## config.mk

```make
export PLATFORM = sky130hd
export DESIGN_NAME = phase_incr_estimator_flat
export DESIGN_NICKNAME = d
export VERILOG_FILES = /design/src/rtl/phase_incr_estimator_if.sv /design/src/rtl/phase_incr_estimator.sv /design/src/flat_wrapper.sv
export SDC_FILE = /design/constraint.sdc
export NUM_CORES = 1
export LEC_CHECK = 0
export BUFFER_PORTS_ARGS = -buffer_cell sky130_fd_sc_hd__buf_2
export CAP_MARGIN = 30
export CORE_MARGIN = 3
export CORE_UTILIZATION = 61
export DETAILED_ROUTE_END_ITERATION = 10
export PLACE_DENSITY = 0.84
export SYNTH_ARGS = -nofsm -noshare
export SYNTH_HDL_FRONTEND = slang
export SYNTH_SLANG_ARGS = --single-unit
```

## constraint.sdc

```tcl
create_clock -name clk_in -period 3.5 [get_ports clk_in]
set_input_delay 0.525 -clock clk_in [delete_from_list [all_inputs] [get_ports clk_in]]
set_output_delay 0.525 -clock clk_in [all_outputs]
set_load 0.01 [all_outputs]
```

## src/rtl/phase_incr_estimator_if.sv

```systemverilog
// Sample-stream / measurement bundle for phase_incr_estimator.
// master drives the sawtooth samples, slave returns the phase-increment measurement.
interface phase_incr_estimator_if #(
  parameter int CNT_W = 24
) ();
  logic               step_in;
  logic signed [31:0] amp_in;
  logic        [31:0] phase_incr_out;
  logic   [CNT_W-1:0] period_out;
  logic               valid_out;
  logic               no_signal_out;

  modport master (
    output step_in, amp_in,
    input  phase_incr_out, period_out, valid_out, no_signal_out
  );

  modport slave (
    input  step_in, amp_in,
    output phase_incr_out, period_out, valid_out, no_signal_out
  );
endinterface

```

## src/rtl/phase_incr_estimator.sv

```systemverilog
// Recovers PHASE_INCR = 2^32/period from a sawtooth stream by averaging 2^AVG_LOG2 periods.
// Optional HYSTERESIS_EN macro qualifies wraps with a +/-HYST_THRESH magnitude test.
module phase_incr_estimator #(
  parameter int          AVG_LOG2    = 2,
  parameter int          CNT_W       = 24,
  parameter logic [31:0] HYST_THRESH = 32'h0010_0000
) (
  input logic                   clk_in,
  input logic                   rst_n_in,
  phase_incr_estimator_if.slave bus
);
  localparam int                S_W     = CNT_W + AVG_LOG2;
  localparam int                R_W     = S_W + 1;
  localparam logic [CNT_W-1:0]  CNT_MAX = '1;
  localparam logic [AVG_LOG2:0] WIN_LEN = (AVG_LOG2 + 1)'(1 << AVG_LOG2);

  typedef enum logic {ACQUIRE, COUNT} win_state_e;
  typedef enum logic [1:0] {IDLE, DIV, DONE} div_state_e;

  win_state_e         win_state_q, win_state_d;
  div_state_e         div_state_q, div_state_d;
  logic signed [31:0] prev_amp_q, prev_amp_d;
  logic               prev_vld_q, prev_vld_d;
  logic [CNT_W-1:0]   cnt_q, cnt_d;
  logic [S_W-1:0]     acc_q, acc_d;
  logic [AVG_LOG2:0]  idx_q, idx_d;
  logic               snap_vld_q, snap_vld_d;
  logic [S_W-1:0]     snap_q, snap_d;
  logic [S_W-1:0]     divisor_q, divisor_d;
  logic [R_W-1:0]     rem_q, rem_d;
  logic [31:0]        quot_q, quot_d;
  logic [4:0]         iter_q, iter_d;
  logic               sat_q, sat_d;
  logic [31:0]        phase_incr_q, phase_incr_d;
  logic [CNT_W-1:0]   period_q, period_d;
  logic               valid_q, valid_d;
  logic               no_signal_q, no_signal_d;

  logic               wrap;
  logic               timeout;
  logic [S_W-1:0]     period_sum;
  logic [R_W-1:0]     rem_sh;
  logic               unused_bits;

  function automatic logic [31:0] sat_quot(input logic [31:0] q, input logic ovf);
    return ovf ? 32'hFFFF_FFFF : q;
  endfunction

  always_comb begin
    wrap = prev_vld_q && !prev_amp_q[31] && bus.amp_in[31];
`ifdef HYSTERESIS_EN
    wrap = wrap && (prev_amp_q >= $signed(HYST_THRESH)) &&
           (bus.amp_in <= -$signed(HYST_THRESH));
`endif
  end

  assign timeout    = bus.step_in && prev_vld_q && !wrap && (cnt_q == CNT_MAX - 1'b1);
  assign period_sum = acc_q + S_W'(cnt_q) + S_W'(1);
  assign rem_sh     = {rem_q[R_W-2:0], 1'b0};

  // Window side: wrap detection, per-period counting and snapshot of 2^AVG_LOG2 periods
  always_comb begin
    win_state_d = win_state_q;
    prev_amp_d  = prev_amp_q;
    prev_vld_d  = prev_vld_q;
    cnt_d       = cnt_q;
    acc_d       = acc_q;
    idx_d       = idx_q;
    snap_vld_d  = 1'b0;
    snap_d      = snap_q;
    if (bus.step_in) begin
      prev_amp_d = bus.amp_in;
      prev_vld_d = 1'b1;
      if (wrap) begin
        cnt_d = '0;
        if (win_state_q == ACQUIRE) begin
          win_state_d = COUNT;
          acc_d       = '0;
          idx_d       = '0;
        end else if (idx_q + 1'b1 == WIN_LEN) begin
          snap_vld_d = 1'b1;
          snap_d     = period_sum;
          acc_d      = '0;
          idx_d      = '0;
        end else begin
          acc_d = period_sum;
          idx_d = idx_q + 1'b1;
        end
      end else if (prev_vld_q) begin
        if (timeout) begin
          win_state_d = ACQUIRE;
          cnt_d       = '0;
          acc_d       = '0;
          idx_d       = '0;
        end else begin
          cnt_d = cnt_q + 1'b1;
        end
      end
    end
  end

  // Divider side: remainder starts at 2^AVG_LOG2, so 32 shift steps yield 2^(32+AVG_LOG2)/S
  always_comb begin
    div_state_d  = div_state_q;
    divisor_d    = divisor_q;
    rem_d        = rem_q;
    quot_d       = quot_q;
    iter_d       = iter_q;
    sat_d        = sat_q;
    phase_incr_d = phase_incr_q;
    period_d     = period_q;
    valid_d      = 1'b0;
    no_signal_d  = no_signal_q;
    case (div_state_q)
      IDLE: begin
        if (snap_vld_q) begin
          divisor_d   = snap_q;
          rem_d       = R_W'(WIN_LEN);
          sat_d       = (snap_q <= S_W'(WIN_LEN));
          quot_d      = '0;
          iter_d      = '0;
          div_state_d = DIV;
        end
      end
      DIV: begin
        if (rem_sh >= {1'b0, divisor_q}) begin
          rem_d  = rem_sh - {1'b0, divisor_q};
          quot_d = {quot_q[30:0], 1'b1};
        end else begin
          rem_d  = rem_sh;
          quot_d = {quot_q[30:0], 1'b0};
        end
        iter_d = iter_q + 5'd1;
        if (iter_q == 5'd31) div_state_d = DONE;
      end
      DONE: begin
        phase_incr_d = sat_quot(quot_q, sat_q);
        period_d     = CNT_W'(divisor_q >> AVG_LOG2);
        valid_d      = 1'b1;
        no_signal_d  = 1'b0;
        div_state_d  = IDLE;
      end
      default: div_state_d = IDLE;
    endcase
    if (timeout) begin
      div_state_d  = IDLE;
      valid_d      = 1'b0;
      phase_incr_d = '0;
      no_signal_d  = 1'b1;
    end
  end

  always_ff @(posedge clk_in or negedge rst_n_in) begin
    if (!rst_n_in) begin
      win_state_q  <= ACQUIRE;
      div_state_q  <= IDLE;
      prev_amp_q   <= '0;
      prev_vld_q   <= 1'b0;
      cnt_q        <= '0;
      acc_q        <= '0;
      idx_q        <= '0;
      snap_vld_q   <= 1'b0;
      snap_q       <= '0;
      divisor_q    <= '0;
      rem_q        <= '0;
      quot_q       <= '0;
      iter_q       <= '0;
      sat_q        <= 1'b0;
      phase_incr_q <= '0;
      period_q     <= '0;
      valid_q      <= 1'b0;
      no_signal_q  <= 1'b1;
    end else begin
      win_state_q  <= win_state_d;
      div_state_q  <= div_state_d;
      prev_amp_q   <= prev_amp_d;
      prev_vld_q   <= prev_vld_d;
      cnt_q        <= cnt_d;
      acc_q        <= acc_d;
      idx_q        <= idx_d;
      snap_vld_q   <= snap_vld_d;
      snap_q       <= snap_d;
      divisor_q    <= divisor_d;
      rem_q        <= rem_d;
      quot_q       <= quot_d;
      iter_q       <= iter_d;
      sat_q        <= sat_d;
      phase_incr_q <= phase_incr_d;
      period_q     <= period_d;
      valid_q      <= valid_d;
      no_signal_q  <= no_signal_d;
    end
  end

  assign bus.phase_incr_out = phase_incr_q;
  assign bus.period_out     = period_q;
  assign bus.valid_out      = valid_q;
  assign bus.no_signal_out  = no_signal_q;

  assign unused_bits = ^{rem_q[R_W-1], prev_amp_q[30:0], HYST_THRESH};
endmodule

```

## src/flat_wrapper.sv

```systemverilog
// flat-port wrapper written by rule: the top's interface ports become plain ports
module phase_incr_estimator_flat 
#(
  parameter int          AVG_LOG2    = 2,
  parameter int          CNT_W       = 24,
  parameter logic [31:0] HYST_THRESH = 32'h0010_0000
)
  (clk_in, rst_n_in, bus_step_in, bus_amp_in, bus_phase_incr_out, bus_period_out, bus_valid_out, bus_no_signal_out);
  phase_incr_estimator_if #(.CNT_W(CNT_W)) bus_i ();
  input logic clk_in;
  input logic rst_n_in;
  input wire logic [$bits(bus_i.step_in)-1:0] bus_step_in;
  input wire logic [$bits(bus_i.amp_in)-1:0] bus_amp_in;
  output wire logic [$bits(bus_i.phase_incr_out)-1:0] bus_phase_incr_out;
  output wire logic [$bits(bus_i.period_out)-1:0] bus_period_out;
  output wire logic [$bits(bus_i.valid_out)-1:0] bus_valid_out;
  output wire logic [$bits(bus_i.no_signal_out)-1:0] bus_no_signal_out;
  assign bus_i.step_in = bus_step_in;
  assign bus_i.amp_in = bus_amp_in;
  assign bus_phase_incr_out = bus_i.phase_incr_out;
  assign bus_period_out = bus_i.period_out;
  assign bus_valid_out = bus_i.valid_out;
  assign bus_no_signal_out = bus_i.no_signal_out;
  phase_incr_estimator #(.AVG_LOG2(AVG_LOG2), .CNT_W(CNT_W), .HYST_THRESH(HYST_THRESH)) u_core (.clk_in(clk_in), .rst_n_in(rst_n_in), .bus(bus_i));
endmodule
```

==> impl_metrics.toml <==
[synthesis]
synth_top_family_by_area = "compound AO/OA/AOI/OAI gates"
synth-compound-area-share_pct = 17.7
yosysWarnings = 0
syn_inst = 1314
ys_seq_area_share_pct = 47.5
synth.cell_area_um2 = 12300
synth.avg_cell_area_um2 = 9.34
ys_seq_elements = 233
synth-edff-count = 0
synth_cell_types = 71
synthMuxAreaShare_pct = 3.85
synth_flop_cell = "dfrtp_1"
synth_simple_gate_area_share_pct = 17.4
async_flop_share_pct = 100
synth-xor-area-share_pct = 4.07
synth_fp_nets = 1407
synthAdderAreaFrac_pct = 6.03

[cts]
clk_path_buf_depth = 3
clk_pin_slew_ps = 60
htree_levels = 1
clkLatencyLatePin_ps = 530
numClockSinks = 233
cts_setup_buffers = 0
cts_resized = 0
cts_buffers = 25
cts_root_buf = "clkbuf_16"
cts_tree = "yes"
cts_hold_buf = 0

[final_layout]
drive_gt1_share_pct = 12.0
multi_input_area_um2 = 6020
num_antenna_cells = 0
nets = 1449
register_area_um2 = 5830
fillers = 1437
syn_to_final_growth_pct = 11.6

[sta]
final_hold_viol_count = 0
fin_worst_skew_ps = 24.4
max-slew-margin-rel_pct = 44.1
slew_viol_final = 0
fin_crit_ps = 3080
worst_pin_slew_ps = 817
fin_crit_sh_pct = 88.0
rsz0062_at_grt = "no"
max_freq_mhz = 325
finalSetupViolCount = 0
fin_tns_setup_ps = 0

[global_route]
antenna_found_initial = 0
grt_overflow_total = 0
grt_pass1_wl_mm = 47.7
grtUsageTotal_pct = 26.1
first_global_vias = 9735
grt_max_degree = 93

[setup_path]
slowest_delay_ps = 750
worstSetupPathType = "flip-flop to flip-flop"
crit_slowest_cell = "a2111oi_0"
r2r_slack_ps = 420
reg2reg_from = "u_core.cnt_q[3]"
critical-path-top-delay-family = "compound AO/OA/AOI/OAI gates"
path_buf_inv = 0
crit_path_start_kind = "flip-flop"
arrival_ps = 3470
cp_num_cells = 9
crit_path_end = "u_core.snap_q[17]"
reg2reg_depth = 9
crit_path_max_fanout = 8
worst_ep_required_time_ps = 3890
worstPathCellList = "ha_1 > nand3_1 > a21oi_1 > o211ai_1 > a2111oi_0 > o21a_1 > nor2_1 > xnor2_1 > mux2_2"
cp-startpoint = "u_core.cnt_q[3]"
worstSetupEndpointType = "flip-flop"
timing.rr.end = "u_core.snap_q[17]"

[route]
viasPerCell = 6.19
num_vias = 10100
ant_nets = 0
wire_per_inst_um = 17.4
drc = 0
drt_iter0_drc = 770
drtPass1Iterations = 5
wirelength_mm = 28.5

[floorplanning]
die_height_um = 148
io_pins = 93
rows = 51
coreArea_um2 = 19600
start_util_pct = 62.7
die_x_um = 148
die-area_um2 = 21900

[min_path]
hold_class = "input port to async pin"

[power_and_ir_drop]
peakVddDrop_v = 0.000579
total_leakage_power_nw = 6.48
powerDensity_nw_per_um2 = 722
p_total_w = 0.00989

[place]
place.gp.congestion = 0.929
io_buffers = 61
dp_hpwl_mm = 19.6

[status]
status = "complete, no violations"

[flow_run]
drv_cap = 0
stage by stage:
step / utilization, % / worst slack [ps] / std cells / cell area (um^2) / hold slack (ps)
finish: 70.0 / 420 / 1636 / 13700 / 18.5
global route: 70.0 / 317 / 1636 / 13700 / 78.5
floorplan: - / 902 / 1314 / 12300 / 229
detailed placement: 65.9 / 587 / 1594 / 12900 / 465
CTS: 70.0 / 573 / 1636 / 13700 / 36.0
global placement: 65.5 / 624 / 1590 / 12800 / 459
layout make-up:
| type | instances | share of cell area (%) |
|---|---|---|
| clock buffer | 34 | 5.03 |
| clock inverter | 8 | 0.758 |
| inverter | 44 | 1.21 |
| multi-input combinational | 969 | 44.0 |
| sequential | 233 | 42.6 |
| tap | 265 | 2.42 |
| timing repair buffer | 83 | 4.07 |
how the worst min path moves through the flow:
| stage | cells after the start | to |
|---|---|---|
| finish | 1 | u_core.rem_q[17] |
| global route | 1 | u_core.rem_q[15] |
| CTS | 1 | u_core.rem_q[15] |
| detailed placement | 2 | u_core.bus.period_out[17] |
| global placement | 2 | u_core.bus.period_out[0] |
| floorplan | 0 | u_core.acc_q[0] |
layout by cell type, fill, tap and decap left out, types with 22 or more instances in the layout:
master     instances
xor2_1            28
nor3_1            81
inv_1             44
clkbuf_16         25
ha_1              56
nor2_1            79
dfrtp_1          232
buf_2             60
a21oi_1           58
xnor2_1           29
o21ai_0          120
nand3_1           36
mux2_2            22
o21ai_1           27
a22o_1            25
nand2_1          193
state kept, by name, summed over array words and instances (netlist names), 2 cells and up:
signal / count
u_core.bus.period_out: 24
u_core.cnt_q: 24
u_core.acc_q: 26
u_core.quot_q: 32
u_core.bus.phase_incr_out: 32
u_core.snap_q: 26
u_core.iter_q: 5
u_core.div_state_q: 2
u_core.divisor_q: 26
u_core.rem_q: 26
u_core.idx_q: 3
where the power goes:
part / internal [W] / leakage [nW] / total (W) / switching, W
registers: 0.00291 / 3.04 / 0.00311 / 0.000205
logic: 0.00186 / 3.05 / 0.00421 / 0.00235
clock network: 0.00152 / 0.386 / 0.00257 / 0.00105
total: 0.00629 / 6.48 / 0.00989 / 0.00361
cell families after synthesis:
group,count (synthesis)
mux,44
fa+ha+maj,58
simple gates,471
flops,233
buf+inv,112
compound gates,339
xor+xnor,57
per-layer routing:
layer	global-route usage, %	up-vias	part of all wire [%]
li1	-	4743	-
met3	3.65	60	6.4
met1	36.4	4960	44
met4	7.07	0	2.4
met5	0	-	0
met2	43.3	358	48
cell usage after synthesis (3+ instances only):
cell type | count | area, um^2
a211o_1 | 6 | 52.6
a211oi_1 | 6 | 45.0
a21o_1 | 21 | 158
a21oi_1 | 58 | 290
a22o_1 | 25 | 219
a31oi_1 | 8 | 50.1
and2_1 | 9 | 56.3
and3_1 | 13 | 81.3
and4_1 | 3 | 26.3
buf_1 | 5 | 18.8
buf_2 | 3 | 15.0
clkbuf_1 | 58 | 218
dfrtp_1 | 232 | 5810
ha_1 | 56 | 701
inv_1 | 44 | 165
mux2_2 | 22 | 248
mux2i_1 | 21 | 210
nand2_1 | 193 | 724
nand2b_1 | 7 | 43.8
nand3_1 | 36 | 180
nand4_1 | 14 | 87.6
nor2_1 | 79 | 297
nor2b_1 | 11 | 68.8
nor3_1 | 81 | 405
nor4_1 | 9 | 56.3
o2111ai_1 | 4 | 35.0
o211a_1 | 3 | 30.0
o211ai_1 | 5 | 37.5
o21a_1 | 6 | 45.0
o21ai_0 | 120 | 601
o21ai_1 | 27 | 135
o21bai_1 | 5 | 37.5
o31ai_1 | 14 | 105
or2_2 | 7 | 43.8
or3_1 | 5 | 31.3
xnor2_1 | 29 | 254
xor2_1 | 28 | 245
worst reg2reg max path: cells and delay by family (launching register included):
kind	cells	cell delay, ps
xor+xnor	1	140
mux	1	270
fa+ha+maj	1	430
compound gates	4	1470
simple gates	2	180
flops	1	480
No activity file was read; power rests on OpenSTA's default activity.
